## config.mk

```make
export PLATFORM = sky130hd
export DESIGN_NAME = out_writeback_flat
export DESIGN_NICKNAME = d
export VERILOG_FILES = /design/src/rtl/out_writeback_pkg.sv /design/src/rtl/out_writeback_if.sv /design/src/rtl/owb_fifo.sv /design/src/rtl/out_writeback.sv /design/src/flat_wrapper.sv
export SDC_FILE = /design/constraint.sdc
export NUM_CORES = 1
export LEC_CHECK = 0
export CORE_MARGIN = 5
export CORE_UTILIZATION = 55
export DETAILED_ROUTE_END_ITERATION = 8
export GPL_TIMING_DRIVEN = 0
export PLACE_DENSITY_LB_ADDON = 0.15
export SLEW_MARGIN = 20
export SYNTH_ARGS = -nofsm -noshare
export SYNTH_HDL_FRONTEND = slang
export SYNTH_SLANG_ARGS = --single-unit
```

## constraint.sdc

```tcl
create_clock -name clk -period 8.7 [get_ports clk]
set_clock_uncertainty 0.15 [all_clocks]
set_input_delay 2.175 -clock clk [delete_from_list [all_inputs] [get_ports clk]]
set_output_delay 2.175 -clock clk [all_outputs]
set_load 0.01 [all_outputs]
```

## src/rtl/out_writeback_pkg.sv

```systemverilog
// Shared types and constants for the output write-back stage.
// Build option: OUT_WRITEBACK_DROP_CNT_EN adds a saturating dropped-beat counter port.
package out_writeback_pkg;

  localparam int unsigned PIX_W       = 16;
  localparam int unsigned POX_DEFAULT = 3;
  localparam int unsigned BEAT_W      = POX_DEFAULT * PIX_W;

  typedef enum logic [1:0] {
    StIdle,
    StRun,
    StDrain,
    StDone
  } owb_state_e;

endpackage

```

## src/rtl/out_writeback_if.sv

```systemverilog
// Write-request channel from the write-back stage to the output SRAM arbiter.
// Address/data are qualified by wr_valid and consumed on wr_valid & wr_ready.
interface out_writeback_if
  import out_writeback_pkg::*;
#(
  parameter int unsigned ADDR_W = 16,
  parameter int unsigned DATA_W = BEAT_W
);

  logic              wr_valid;
  logic              wr_ready;
  logic [ADDR_W-1:0] wr_addr;
  logic [DATA_W-1:0] wr_data;

  modport master (
    output wr_valid,
    output wr_addr,
    output wr_data,
    input  wr_ready
  );

  modport slave (
    input  wr_valid,
    input  wr_addr,
    input  wr_data,
    output wr_ready
  );

endinterface

```

## src/rtl/owb_fifo.sv

```systemverilog
// Show-ahead synchronous FIFO; the head entry is always visible on rdata.
// A push is taken when full provided a pop happens in the same cycle.
module owb_fifo #(
  parameter int unsigned WIDTH = 8,
  parameter int unsigned DEPTH = 8
) (
  input  logic                     clk,
  input  logic                     rst,
  input  logic                     push,
  input  logic [WIDTH-1:0]         wdata,
  input  logic                     pop,
  output logic [WIDTH-1:0]         rdata,
  output logic                     full,
  output logic                     empty,
  output logic [$clog2(DEPTH):0]   level
);

  localparam int unsigned PTR_W = $clog2(DEPTH);

  logic [WIDTH-1:0] mem_q [DEPTH];
  logic [PTR_W-1:0] wr_ptr_q, rd_ptr_q;
  logic [PTR_W:0]   cnt_q;
  logic             do_push, do_pop;

  assign empty   = (cnt_q == '0);
  assign full    = (cnt_q == (PTR_W + 1)'(DEPTH));
  assign level   = cnt_q;
  assign do_pop  = pop & ~empty;
  assign do_push = push & (~full | do_pop);

  // Idle output reads as zero so the write bus is quiet outside transfers.
  assign rdata = empty ? '0 : mem_q[rd_ptr_q];

  always_ff @(posedge clk) begin
    if (do_push) begin
      mem_q[wr_ptr_q] <= wdata;
    end
  end

  always_ff @(posedge clk) begin
    if (rst) begin
      wr_ptr_q <= '0;
      rd_ptr_q <= '0;
      cnt_q    <= '0;
    end else begin
      if (do_push) begin
        wr_ptr_q <= wr_ptr_q + PTR_W'(1);
      end
      if (do_pop) begin
        rd_ptr_q <= rd_ptr_q + PTR_W'(1);
      end
      unique case ({do_push, do_pop})
        2'b10:   cnt_q <= cnt_q + (PTR_W + 1)'(1);
        2'b01:   cnt_q <= cnt_q - (PTR_W + 1)'(1);
        default: cnt_q <= cnt_q;
      endcase
    end
  end

endmodule

```

## src/rtl/out_writeback.sv

```systemverilog
// Output write-back stage: buffers post-processing beats, attaches row-strided addresses and
// issues them to the output SRAM. OUT_WRITEBACK_DROP_CNT_EN adds the drop_cnt output.
module out_writeback
  import out_writeback_pkg::*;
#(
  parameter int unsigned POX    = 3,
  parameter int unsigned DEPTH  = 8,
  parameter int unsigned ADDR_W = 16,
  parameter int unsigned CNT_W  = 16
) (
  input  logic                   clk,
  input  logic                   rst,
  input  logic                   start,
  input  logic [ADDR_W-1:0]      base_addr,
  input  logic [CNT_W-1:0]       row_beats,
  input  logic [ADDR_W-1:0]      row_stride,
  input  logic [CNT_W-1:0]       tile_beats,
  input  logic [POX*PIX_W-1:0]   post_out,
  input  logic                   post_out_valid,
  out_writeback_if.master        wr,
  output logic                   busy,
  output logic                   done,
  output logic                   overflow
`ifdef OUT_WRITEBACK_DROP_CNT_EN
  ,
  output logic [CNT_W-1:0]       drop_cnt
`endif
);

  localparam int unsigned BW    = POX * PIX_W;
  localparam int unsigned LVL_W = $clog2(DEPTH) + 1;

  owb_state_e state_q, state_d;

  logic [CNT_W-1:0]  row_beats_q, tile_beats_q, col_q, beat_cnt_q;
  logic [ADDR_W-1:0] row_stride_q, row_base_q, beat_addr;
  logic              overflow_q;

  logic              in_run, start_fire, pop, beat_run, accept, drop, last_beat, drain_done;
  logic              fifo_full, fifo_empty;
  logic [LVL_W-1:0]  fifo_level;
  logic [ADDR_W+BW-1:0] fifo_rdata;

  assign start_fire = start & (state_q == StIdle);
  assign pop        = wr.wr_valid & wr.wr_ready;
  assign beat_run   = post_out_valid & in_run;
  assign accept     = beat_run & (~fifo_full | pop);
  // Anything not taken into the FIFO is a loss, including stray beats outside RUN.
  assign drop       = post_out_valid & ~accept;
  assign last_beat  = beat_run & ((beat_cnt_q + CNT_W'(1)) == tile_beats_q);
  // Look ahead on the final pop so done follows it by exactly one cycle.
  assign drain_done = fifo_empty | (pop & (fifo_level == LVL_W'(1)));
  assign beat_addr  = row_base_q + ADDR_W'(col_q);

  always_ff @(posedge clk) begin
    if (rst) begin
      state_q <= StIdle;
    end else begin
      state_q <= state_d;
    end
  end

  always_comb begin
    state_d = state_q;
    unique case (state_q)
      StIdle:  if (start)      state_d = StRun;
      StRun:   if (last_beat)  state_d = StDrain;
      StDrain: if (drain_done) state_d = StDone;
      StDone:                  state_d = StIdle;
      default:                 state_d = StIdle;
    endcase
  end

  always_comb begin
    in_run = 1'b0;
    busy   = 1'b0;
    done   = 1'b0;
    unique case (state_q)
      StRun: begin
        in_run = 1'b1;
        busy   = 1'b1;
      end
      StDrain: busy = 1'b1;
      StDone:  done = 1'b1;
      default: ;
    endcase
  end

  // Address and beat counters advance on every RUN beat, dropped or not, so a lossy tile
  // still terminates and later beats keep their correct addresses.
  always_ff @(posedge clk) begin
    if (rst) begin
      row_beats_q  <= '0;
      tile_beats_q <= '0;
      row_stride_q <= '0;
      row_base_q   <= '0;
      col_q        <= '0;
      beat_cnt_q   <= '0;
    end else if (start_fire) begin
      row_beats_q  <= row_beats;
      tile_beats_q <= tile_beats;
      row_stride_q <= row_stride;
      row_base_q   <= base_addr;
      col_q        <= '0;
      beat_cnt_q   <= '0;
    end else if (beat_run) begin
      beat_cnt_q <= beat_cnt_q + CNT_W'(1);
      if (col_q == row_beats_q - CNT_W'(1)) begin
        col_q      <= '0;
        row_base_q <= row_base_q + row_stride_q;
      end else begin
        col_q <= col_q + CNT_W'(1);
      end
    end
  end

  always_ff @(posedge clk) begin
    if (rst) begin
      overflow_q <= 1'b0;
    end else begin
      overflow_q <= (overflow_q & ~start_fire) | drop;
    end
  end

  assign overflow = overflow_q;

`ifdef OUT_WRITEBACK_DROP_CNT_EN
  logic [CNT_W-1:0] drop_cnt_q, drop_cnt_d;

  always_comb begin
    drop_cnt_d = start_fire ? '0 : drop_cnt_q;
    if (drop && (drop_cnt_d != '1)) begin
      drop_cnt_d = drop_cnt_d + CNT_W'(1);
    end
  end

  always_ff @(posedge clk) begin
    if (rst) begin
      drop_cnt_q <= '0;
    end else begin
      drop_cnt_q <= drop_cnt_d;
    end
  end

  assign drop_cnt = drop_cnt_q;
`endif

  owb_fifo #(
    .WIDTH (ADDR_W + BW),
    .DEPTH (DEPTH)
  ) u_fifo (
    .clk   (clk),
    .rst   (rst),
    .push  (accept),
    .wdata ({beat_addr, post_out}),
    .pop   (wr.wr_ready),
    .rdata (fifo_rdata),
    .full  (fifo_full),
    .empty (fifo_empty),
    .level (fifo_level)
  );

  assign wr.wr_valid = ~fifo_empty;
  assign wr.wr_addr  = fifo_rdata[ADDR_W+BW-1:BW];
  assign wr.wr_data  = fifo_rdata[BW-1:0];

endmodule

```

## src/flat_wrapper.sv

```systemverilog
// flat-port wrapper written by rule: the top's interface ports become plain ports
module out_writeback_flat import out_writeback_pkg::*;
#(
  parameter int unsigned POX    = 3,
  parameter int unsigned DEPTH  = 8,
  parameter int unsigned ADDR_W = 16,
  parameter int unsigned CNT_W  = 16
)
  (clk, rst, start, base_addr, row_beats, row_stride, tile_beats, post_out, post_out_valid, busy, done, overflow, wr_wr_valid, wr_wr_addr, wr_wr_data, wr_wr_ready);
  out_writeback_if #(.ADDR_W(ADDR_W)) wr_i ();
  input  logic clk;
  input  logic rst;
  input  logic start;
  input  logic [ADDR_W-1:0] base_addr;
  input  logic [CNT_W-1:0] row_beats;
  input  logic [ADDR_W-1:0] row_stride;
  input  logic [CNT_W-1:0] tile_beats;
  input  logic [POX*PIX_W-1:0] post_out;
  input  logic post_out_valid;
  output logic busy;
  output logic done;
  output logic overflow;
  output wire logic [$bits(wr_i.wr_valid)-1:0] wr_wr_valid;
  output wire logic [$bits(wr_i.wr_addr)-1:0] wr_wr_addr;
  output wire logic [$bits(wr_i.wr_data)-1:0] wr_wr_data;
  input wire logic [$bits(wr_i.wr_ready)-1:0] wr_wr_ready;
  assign wr_wr_valid = wr_i.wr_valid;
  assign wr_wr_addr = wr_i.wr_addr;
  assign wr_wr_data = wr_i.wr_data;
  assign wr_i.wr_ready = wr_wr_ready;
  out_writeback #(.POX(POX), .DEPTH(DEPTH), .ADDR_W(ADDR_W), .CNT_W(CNT_W)) u_core (.clk(clk), .rst(rst), .start(start), .base_addr(base_addr), .row_beats(row_beats), .row_stride(row_stride), .tile_beats(tile_beats), .post_out(post_out), .post_out_valid(post_out_valid), .wr(wr_i), .busy(busy), .done(done), .overflow(overflow));
endmodule
```

==> results of run 1 <==
==> cell usage in the layout, fill, tap and decap left out, types with 28 or more instances in the layout <==
master / Yosys / final
a21oi_1: 94 / 94
clkbuf_1: 51 / 67
clkbuf_16: 0 / 61
clkdlybuf4s50_1: 0 / 184
dfxtp_1: 112 / 112
edfxtp_1: 512 / 512
ha_1: 45 / 45
mux2i_1: 81 / 81
mux4_2: 128 / 128
nand2_1: 139 / 139
nand3_1: 28 / 28
nor2_1: 132 / 126
o21ai_0: 37 / 37
xnor2_1: 54 / 54
xor2_1: 35 / 35
==> critical path, cell delays in order, from the launching register on <==
cell and delay, ns:
dfxtp_1 0.32, clkbuf_1 0.70, buf_1 0.79, mux4_2 0.61
mux2i_1 0.26, nor2_1 0.08, clkdlybuf4s50_1 0.51
==> final timing paths <==
| kind | end | start | cells after the start | slack [ns] |
|---|---|---|---|---|
| max reg2reg | u_core.u_fifo.mem_q[0][29] | u_core.state_q[1] | 10 | 5.00 |
| min | u_core.row_stride_q[14] | u_core.row_stride_q[14] | 2 | 0.31 |
| max | wr_wr_addr[4] | flip-flop | 6 | 2.47 |
| min reg2reg | u_core.row_stride_q[14] | u_core.row_stride_q[14] | 2 | 0.31 |
==> flip-flops by register name, indices dropped and copies added, names as in the netlist, named ones only <==
name,cells
u_core.row_base_q,16
u_core.row_beats_q,16
u_core.u_fifo.rd_ptr_q,3
u_core.state_q,2
u_core.beat_cnt_q,16
u_core.u_fifo.level,4
u_core.u_fifo.wr_ptr_q,3
u_core.row_stride_q,16
u_core.col_q,16
u_core.tile_beats_q,16
u_core.u_fifo.mem_q,512
u_core.overflow,1
==> final cells by class <==
cell class	instances	area, um^2	share of cell area [%]
Clock inverter	35	323	1.02
Buffer	79	334	1.06
Tap cell	615	769	2.44
Sequential cell	624	17600	55.8
Inverter	25	93.8	0.297
Multi-Input combinational cell	960	8270	26.2
Timing Repair Buffer	225	2550	8.10
Clock buffer	78	1590	5.04
==> stage by stage <==
step | TNS, ns | total power, mW | util [%] | hold slack, ns | instances
2_1_floorplan | 0 | 4.95 | - | 0.290 | 1688
3_3_place_gp | -1014.11 | 5.74 | 60.8 | 0.298 | 2487
3_5_place_dp | 0 | 5.80 | 62.5 | 0.304 | 2528
4_1_cts | 0 | 8.34 | 66.5 | 0.312 | 2641
5_1_grt | 0 | 8.65 | 66.5 | 0.323 | 2641
6_report | 0 | 8.25 | 66.5 | 0.311 | 2641
==> synthesized netlist by cell type (4+ instances only) <==
| master | n | share of area, % |
|---|---|---|
| edfxtp_1 | 512 | 59 |
| nand2_1 | 139 | 2.0 |
| nor2_1 | 132 | 1.9 |
| mux4_2 | 128 | 11 |
| dfxtp_1 | 112 | 8.5 |
| a21oi_1 | 94 | 1.8 |
| mux2i_1 | 81 | 3.1 |
| xnor2_1 | 54 | 1.8 |
| clkbuf_1 | 51 | 0.73 |
| ha_1 | 45 | 2.1 |
| o21ai_0 | 37 | 0.71 |
| xor2_1 | 35 | 1.2 |
| nand3_1 | 28 | 0.53 |
| inv_1 | 25 | 0.36 |
| buf_1 | 23 | 0.33 |
| nor3_1 | 22 | 0.42 |
| or3_1 | 16 | 0.38 |
| nand4_1 | 11 | 0.26 |
| and3_1 | 10 | 0.24 |
| nand2b_1 | 10 | 0.24 |
| a31oi_1 | 9 | 0.21 |
| and2_1 | 8 | 0.19 |
| a211oi_1 | 7 | 0.20 |
| nor2b_1 | 7 | 0.17 |
| o21a_1 | 7 | 0.20 |
| nor4_1 | 6 | 0.14 |
| or2_2 | 5 | 0.12 |
| o211ai_1 | 4 | 0.11 |
| o31a_1 | 4 | 0.13 |
==> cell families after synthesis <==
kind of cell / synth area share, %
flip-flops: 67.1
AND/OR/NAND/NOR: 7.37
multiplexers: 14.2
AO/OA/AOI/OAI: 4.44
buffers and inverters: 1.63
XOR/XNOR: 2.97
adder cells (fa/ha/maj): 2.30
==> routing by layer <==
layer | wire [um] | up-vias
li1 | - | 7086
met1 | 24100 | 7681
met2 | 29300 | 468
met5 | 0 | -
met4 | 1410 | 0
met3 | 3270 | 89
==> report_power, final <==
| part | total [mW] | internal (mW) | switching, mW |
|---|---|---|---|
| sequential | 3.53 | 3.42 | 0.105 |
| combinational | 2.18 | 1.03 | 1.15 |
| clock | 2.54 | 1.44 | 1.10 |
| total | 8.25 | 5.90 | 2.35 |
==> impl_metrics.toml, run 1 <==
[status]
status = "complete, no violations"

[grt]
grt_max_degree = 22
grt.overflow.total = 0
globalRouteMet2Util_pct = 37.8
grt_util_met3_pct = 3.84
grt_pass1_vias = 16034
grt_antenna_before_repair = 0
grt.busiest_layer = "met2"
grt_pass1_wl_um = 90700
track_usage_pct = 22.2
use_met1_pct = 30.2

[cells_and_area]
nFillCells = 3335
syn2layout_area_growth_pct = 20.2
layout-drive-gt1-share_pct = 14.0
layout.nets = 2139
design_area_um2 = 31500
n_antenna_cell = 0

[sta]
hold_viol = 0
rsz0062_at_grt = "false"
clock.fmax_ghz = 0.160
fin_crit_ns = 6.23
final_max_slew_viol_count = 0
slew_headroom_pct = 33.0
worst_slew_pin_slew_ns = 0.990
setup_viol = 0
timing.final.ws_setup_ns = 2.47
period_share_pct = 71.6

[clocking]
post_cts_buffers = 0
clk_latency_ns = 0.62
cts.clk_slew.worst_paths_ns = 0.06
clockBufferDepth = 3
cts_buffers = 60
cts_root_buf = "clkbuf_16"
postCtsHoldBufs = 0
htreeDepth = 2
cts_tree = "built"
cts-resized-gates = 0
cts.sinks = 624

[die]
core_um2 = 47400
die_y_um = 228
floorplan.rows = 80
pin_count = 185
start_util_pct = 55.3
die_area_um2 = 52200
die_x_um = 228

[placed_design]
gp_congestion = 0.868
dp_hpwl_um = 39600
postPlaceCellArea_um2 = 29600
preCtsSetupSlack_ns = 3.02
port_buffers = 184

[worst_setup_path]
cp-start-kind = "flip-flop"
worstPathMaxFanout = 10
worst_setup_path_end_kind = "primary output"
path_class = "flip-flop to primary output"
arrival_ns = 3.91
cp_data_required_time_ns = 6.38

[yosys]
synth_edf_count = 512
synth_seq_cells = 624
synth_flop_cell = "edfxtp_1"
synth-seq-area-share_pct = 67.1
ys_async_sr_fraction_pct = 0
ys_warn_count = 0
synth.distinct_cells = 66
syn_area_um2 = 26300
synth_nets = 1852
synthCells = 1688
avgSynthCellArea_um2 = 15.6

[run]
drv_cap = 0

[drt]
drt_wl_total_um = 58000
viasPerCell = 5.80
dr.pass1.iters = 5
wire_per_inst_um = 22.0
drt_iter0_drc = 1190
vias = 15324
drc = 0
ant_nets = 0

[min_path]
hp-class = "flip-flop to flip-flop"

[power]
p_per_area_nw_per_um2 = 261
leakage_nw = 10.2
vdd_ir_drop_max_mv = 0.161
Note: power is estimated with default switching activity, not from simulation.
==> run 2: changes to the inputs <==
clock period = 6.3 ns   (was 8.7 ns; I/O delays follow)
==> run 2 against run 1 <==
Hold slack hardly changed. Die area stayed put. Core utilization about the same. Sequential power rose by 38%. Via count is 0.38% lower. Routed wire length fell by 0.35%. Register-to-register slack lost 2.4 ns. Critical path depth unchanged. Largest cell class unchanged. Cell count fell by 0.42%. Largest power group unchanged. Sequential share of layout area hardly changed. Count of clock-buffer cells in the layout down 6.
==> impl_metrics.toml, run 2 (synthesis results as in run 1) <==
[clocking]
clockBufferDepth = 3
cts_buffers = 61
cts_tree = "built"
cts.sinks = 624
post_cts_buffers = 0
cts.clk_slew.worst_paths_ns = 0.06
cts-resized-gates = 0
htreeDepth = 2
postCtsHoldBufs = 0
cts_root_buf = "clkbuf_16"
clk_latency_ns = 0.62

[drt]
drt_iter0_drc = 1096
viasPerCell = 5.80
wire_per_inst_um = 22.0
dr.pass1.iters = 5
drt_wl_total_um = 57800
drc = 0
vias = 15266
ant_nets = 0

[grt]
grt_antenna_before_repair = 1
track_usage_pct = 22.0
grt.overflow.total = 0
grt_max_degree = 21
grt_pass1_wl_um = 89900
grt_pass1_vias = 15747

[die]
floorplan.rows = 80
die_x_um = 228
start_util_pct = 55.3
pin_count = 185
die_y_um = 228
core_um2 = 47400
die_area_um2 = 52200

[min_path]
whs_endpoint = "u_core.row_stride_q[0]"
hp-class = "flip-flop to flip-flop"
whs_path_depth = 2
min-delay-start = "u_core.row_stride_q[0]"

[worst_setup_path]
r2r_end = "u_core.state_q[0]"
path_class = "flip-flop to primary output"
arrival_ns = 3.98
r2r_slack_ns = 2.64
crit_chain = "clkbuf_1 > buf_1 > mux4_2 > mux2i_1 > nor2_1 > clkdlybuf4s50_1"
r2r_start = "u_core.beat_cnt_q[3]"
max_stage_delay_ns = 0.78
worstPathMaxFanout = 10
cp-start-kind = "flip-flop"
worstRegToRegCells = 9
worst_setup_path_end_kind = "primary output"
cp_data_required_time_ns = 4.58
critPathSlowestCell = "clkbuf_1"

[sta]
fin_crit_ns = 5.70
slew_headroom_pct = 31.1
timing.final.ws_setup_ns = 0.596
hold_viol = 0
holdWs_ns = 0.311
period_share_pct = 90.5
setup_viol = 0
final_max_slew_viol_count = 0
tns_ns = 0
clock.fmax_ghz = 0.175
rsz0062_at_grt = "false"
worst_slew_pin_slew_ns = 1.03

[placed_design]
preCtsSetupSlack_ns = 1.16
postPlaceCellArea_um2 = 29600
port_buffers = 184
dp_hpwl_um = 39000
dp.cells = 2518
gp_congestion = 0.890

[cells_and_area]
layout-drive-gt1-share_pct = 14.2
layout_commonest_cell = "edfxtp_1"
layout_common_cells = "edfxtp_1, clkdlybuf4s50_1, nand2_1"
post-route-util_pct = 66.5
largest_register = "u_core.u_fifo.mem_q"
nFillCells = 3364
design_area_um2 = 31500
finalNonFillerCells = 2630
layout.nets = 2130
largest_register_ffs = 512
syn2layout_area_growth_pct = 20.1
n_antenna_cell = 0

[power]
p_per_area_nw_per_um2 = 363
leakage_nw = 10.1
vdd_ir_drop_max_mv = 0.220
power_mw = 11.4

[status]
status = "complete, no violations"

[run]
drv_cap = 0
[run 2: per-layer routing]
metal  global-route usage (%)  share of wire, %  up-vias  routed length (um)
li1                         -                 -     7066                   -
met1                     29.8                42     7650               24100
met2                     37.9                51      463               29400
met3                     3.78               5.4       85                3110
met4                     5.26               2.2        2                1250
met5                        0             0.016        -                   9
[run 2: cell type report]
| type | instances | area, um^2 | share of cell area [%] |
|---|---|---|---|
| well taps | 615 | 769 | 2.44 |
| inverters | 25 | 93.8 | 0.298 |
| clock inverters | 40 | 408 | 1.29 |
| repair buffers | 215 | 2470 | 7.82 |
| flip-flops and latches | 624 | 17600 | 55.9 |
| multi-input cells | 960 | 8280 | 26.3 |
| clock buffers | 72 | 1570 | 4.97 |
| plain buffers | 79 | 335 | 1.06 |
[run 2: worst max-delay path: cells and delay by family, from the launching register on]
kind	cells	cell delay (ns)
buffers and inverters	3	2.13
AND/OR/NAND/NOR	1	0.07
multiplexers	2	0.81
flip-flops	1	0.34
[run 2: where the power goes]
part | internal [mW] | switching [mW]
Combinational | 1.43 | 1.59
Sequential | 4.73 | 0.146
Clock | 2.03 | 1.52
Total | 8.19 | 3.25
[run 2: how the worst max path moves through the flow]
stage	startpoint	end	slack, ns	cells after the start
finish	flip-flop	wr_wr_addr[14]	0.60	6
global route	flip-flop	wr_wr_addr[13]	0.26	6
global placement	post_out_valid	u_core.u_fifo.mem_q[2][34]	-2.97	5
CTS	flip-flop	wr_wr_addr[14]	0.44	6
floorplan	post_out_valid	u_core.u_fifo.mem_q[2][0]	0.77	4
detailed placement	flip-flop	wr_wr_addr[4]	1.16	6
==> run 3: changes to the inputs <==
DONT_BUFFER_PORTS = 1   (was unset)
SKIP_CTS_REPAIR_TIMING = 1   (was unset)
==> run 3 against run 2 <==
Hold slack worse by 0.0015 ns. Register-to-register slack improved by 0.17 ns. Fmax rose by 11%. Global-route usage shrank 0.27 points. Via count shrank 5.7%. Count of clock-buffer cells in the layout is 4 higher. Die area stayed put. Clock power hardly changed. Sequential power about the same. Cell area fell by 5.9%. Combinational power is 16% lower. Flip-flop and latch count unchanged. Critical path type unchanged. Largest cell class unchanged.
==> impl_metrics.toml, run 3 (synthesis results as in run 1) <==
[drt]
wire_per_inst_um = 23.3
drt_iter0_drc = 949
dr.pass1.iters = 5
drc = 0
viasPerCell = 5.89
ant_nets = 0
vias = 14397
drt_wl_total_um = 57000

[worst_setup_path]
worst_setup_path_end_kind = "primary output"
r2r_end = "u_core.state_q[0]"
cp-start-kind = "flip-flop"
cp_data_required_time_ns = 4.58
critPathBufInv = 2
critPathTopFamily = "buffers and inverters"
arrival_ns = 3.43
critPathCapture = "wr_wr_addr[0]"
worstRegToRegCells = 9
worstPathMaxFanout = 10
r2r_slack_ns = 2.81
max_stage_delay_ns = 0.77
critPathSlowestCell = "buf_1"
r2r_start = "u_core.beat_cnt_q[4]"
crit_chain = "clkbuf_1 > buf_1 > mux4_2 > mux2i_1 > nor2_1"
cp.depth = 5
path_class = "flip-flop to primary output"

[sta]
worst_slew_pin_slew_ns = 0.966
setup_viol = 0
final_max_slew_viol_count = 0
fin_crit_ns = 5.16
rsz0062_at_grt = "false"
tns_ns = 0
hold_viol = 0
period_share_pct = 81.9
clock.fmax_ghz = 0.194
slew_headroom_pct = 35.6

[cells_and_area]
syn2layout_area_growth_pct = 13.1
finalNonFillerCells = 2445
post-route-util_pct = 62.6
largest_register_ffs = 512
layout.nets = 1946
layout-drive-gt1-share_pct = 15.3
layout_common_cells = "edfxtp_1, nand2_1, mux4_2"
n_antenna_cell = 0
layout_commonest_cell = "edfxtp_1"
largest_register = "u_core.u_fifo.mem_q"

[clocking]
cts_buffers = 60
htreeDepth = 2
cts_tree = "built"
clk_latency_ns = 0.61
cts_root_buf = "clkbuf_16"
cts.clk_slew.worst_paths_ns = 0.06
cts.sinks = 624
clockBufferDepth = 3

[grt]
track_usage_pct = 21.8
grt_pass1_vias = 15010
grt.overflow.total = 0
grt_antenna_before_repair = 2
grt_util_met3_pct = 4.87
grt.busiest_layer = "met2"
grt_max_degree = 20
grt_pass1_wl_um = 88500
globalRouteMet2Util_pct = 37.4
use_met1_pct = 28.7

[die]
die_x_um = 228
pin_count = 185
start_util_pct = 55.3
core_um2 = 47400
die_area_um2 = 52200
floorplan.rows = 80
die_y_um = 228

[power]
leakage_nw = 9.43
p_per_area_nw_per_um2 = 369
power_mw = 10.9
vdd_ir_drop_max_mv = 0.250

[placed_design]
dp.cells = 2334
gp_congestion = 0.901
port_buffers = 0
dp_hpwl_um = 39000

[run]
drv_cap = 0

[status]
status = "complete, no violations"

[min_path]
hp-class = "flip-flop to flip-flop"
-- run 3: cell types whose count changed in the layout (fill, tap and decap cells not counted), moves of 3 or more --
| cell | before | now |
|---|---|---|
| buf_6 | 5 | 2 |
| clkdlybuf4s50_1 | 184 | 0 |
| clkbuf_1 | 61 | 64 |
| clkinv_4 | 0 | 5 |
| clkinv_2 | 17 | 9 |
-- run 3: how the worst min path moves through the flow --
stage / cells after the start / end / from
after floorplan: 2 / u_core.row_stride_q[0] / u_core.row_stride_q[0]
after global placement: 2 / u_core.row_stride_q[14] / u_core.row_stride_q[14]
after detailed placement: 2 / u_core.row_stride_q[0] / u_core.row_stride_q[0]
after CTS: 2 / u_core.row_stride_q[0] / u_core.row_stride_q[0]
after global routing: 2 / u_core.row_stride_q[0] / u_core.row_stride_q[0]
final: 2 / u_core.row_stride_q[14] / u_core.row_stride_q[14]
-- run 3: worst min-delay path, cell delays in order, from the launching register on --
cell     delay (ns)
dfxtp_1        0.31
nand2_1        0.05
a21oi_1        0.05
-- run 3: power by group --
group	internal (mW)	total, mW	switching [mW]
sequential	4.73	4.87	0.146
clock	2.03	3.53	1.50
combinational	1.05	2.54	1.49
-- run 3: area by class of cell --
| class | count | area [um^2] |
|---|---|---|
| repair buffers | 32 | 653 |
| clock inverters | 34 | 344 |
| well taps | 615 | 769 |
| fillers | 3505 | 17800 |
| inverters | 25 | 93.8 |
| plain buffers | 79 | 335 |
| clock buffers | 76 | 1590 |
| multi-input cells | 960 | 8280 |
| flip-flops and latches | 624 | 17600 |
-- run 3: metrics by stage --
step	setup slack, ns	cell area [um^2]	hold WS (ns)
after floorplan	0.768	26300	0.290
after global placement	-2.46	27000	0.300
after detailed placement	1.61	27700	0.304
after CTS	0.968	29700	0.313
after global routing	0.879	29700	0.340
final	1.14	29700	0.309
-- run 3: layer usage --
metal	share of wire, %	routed length (um)
met1	41	23600
met2	51	28900
met3	5.7	3240
met4	2.1	1220
met5	0.051	29
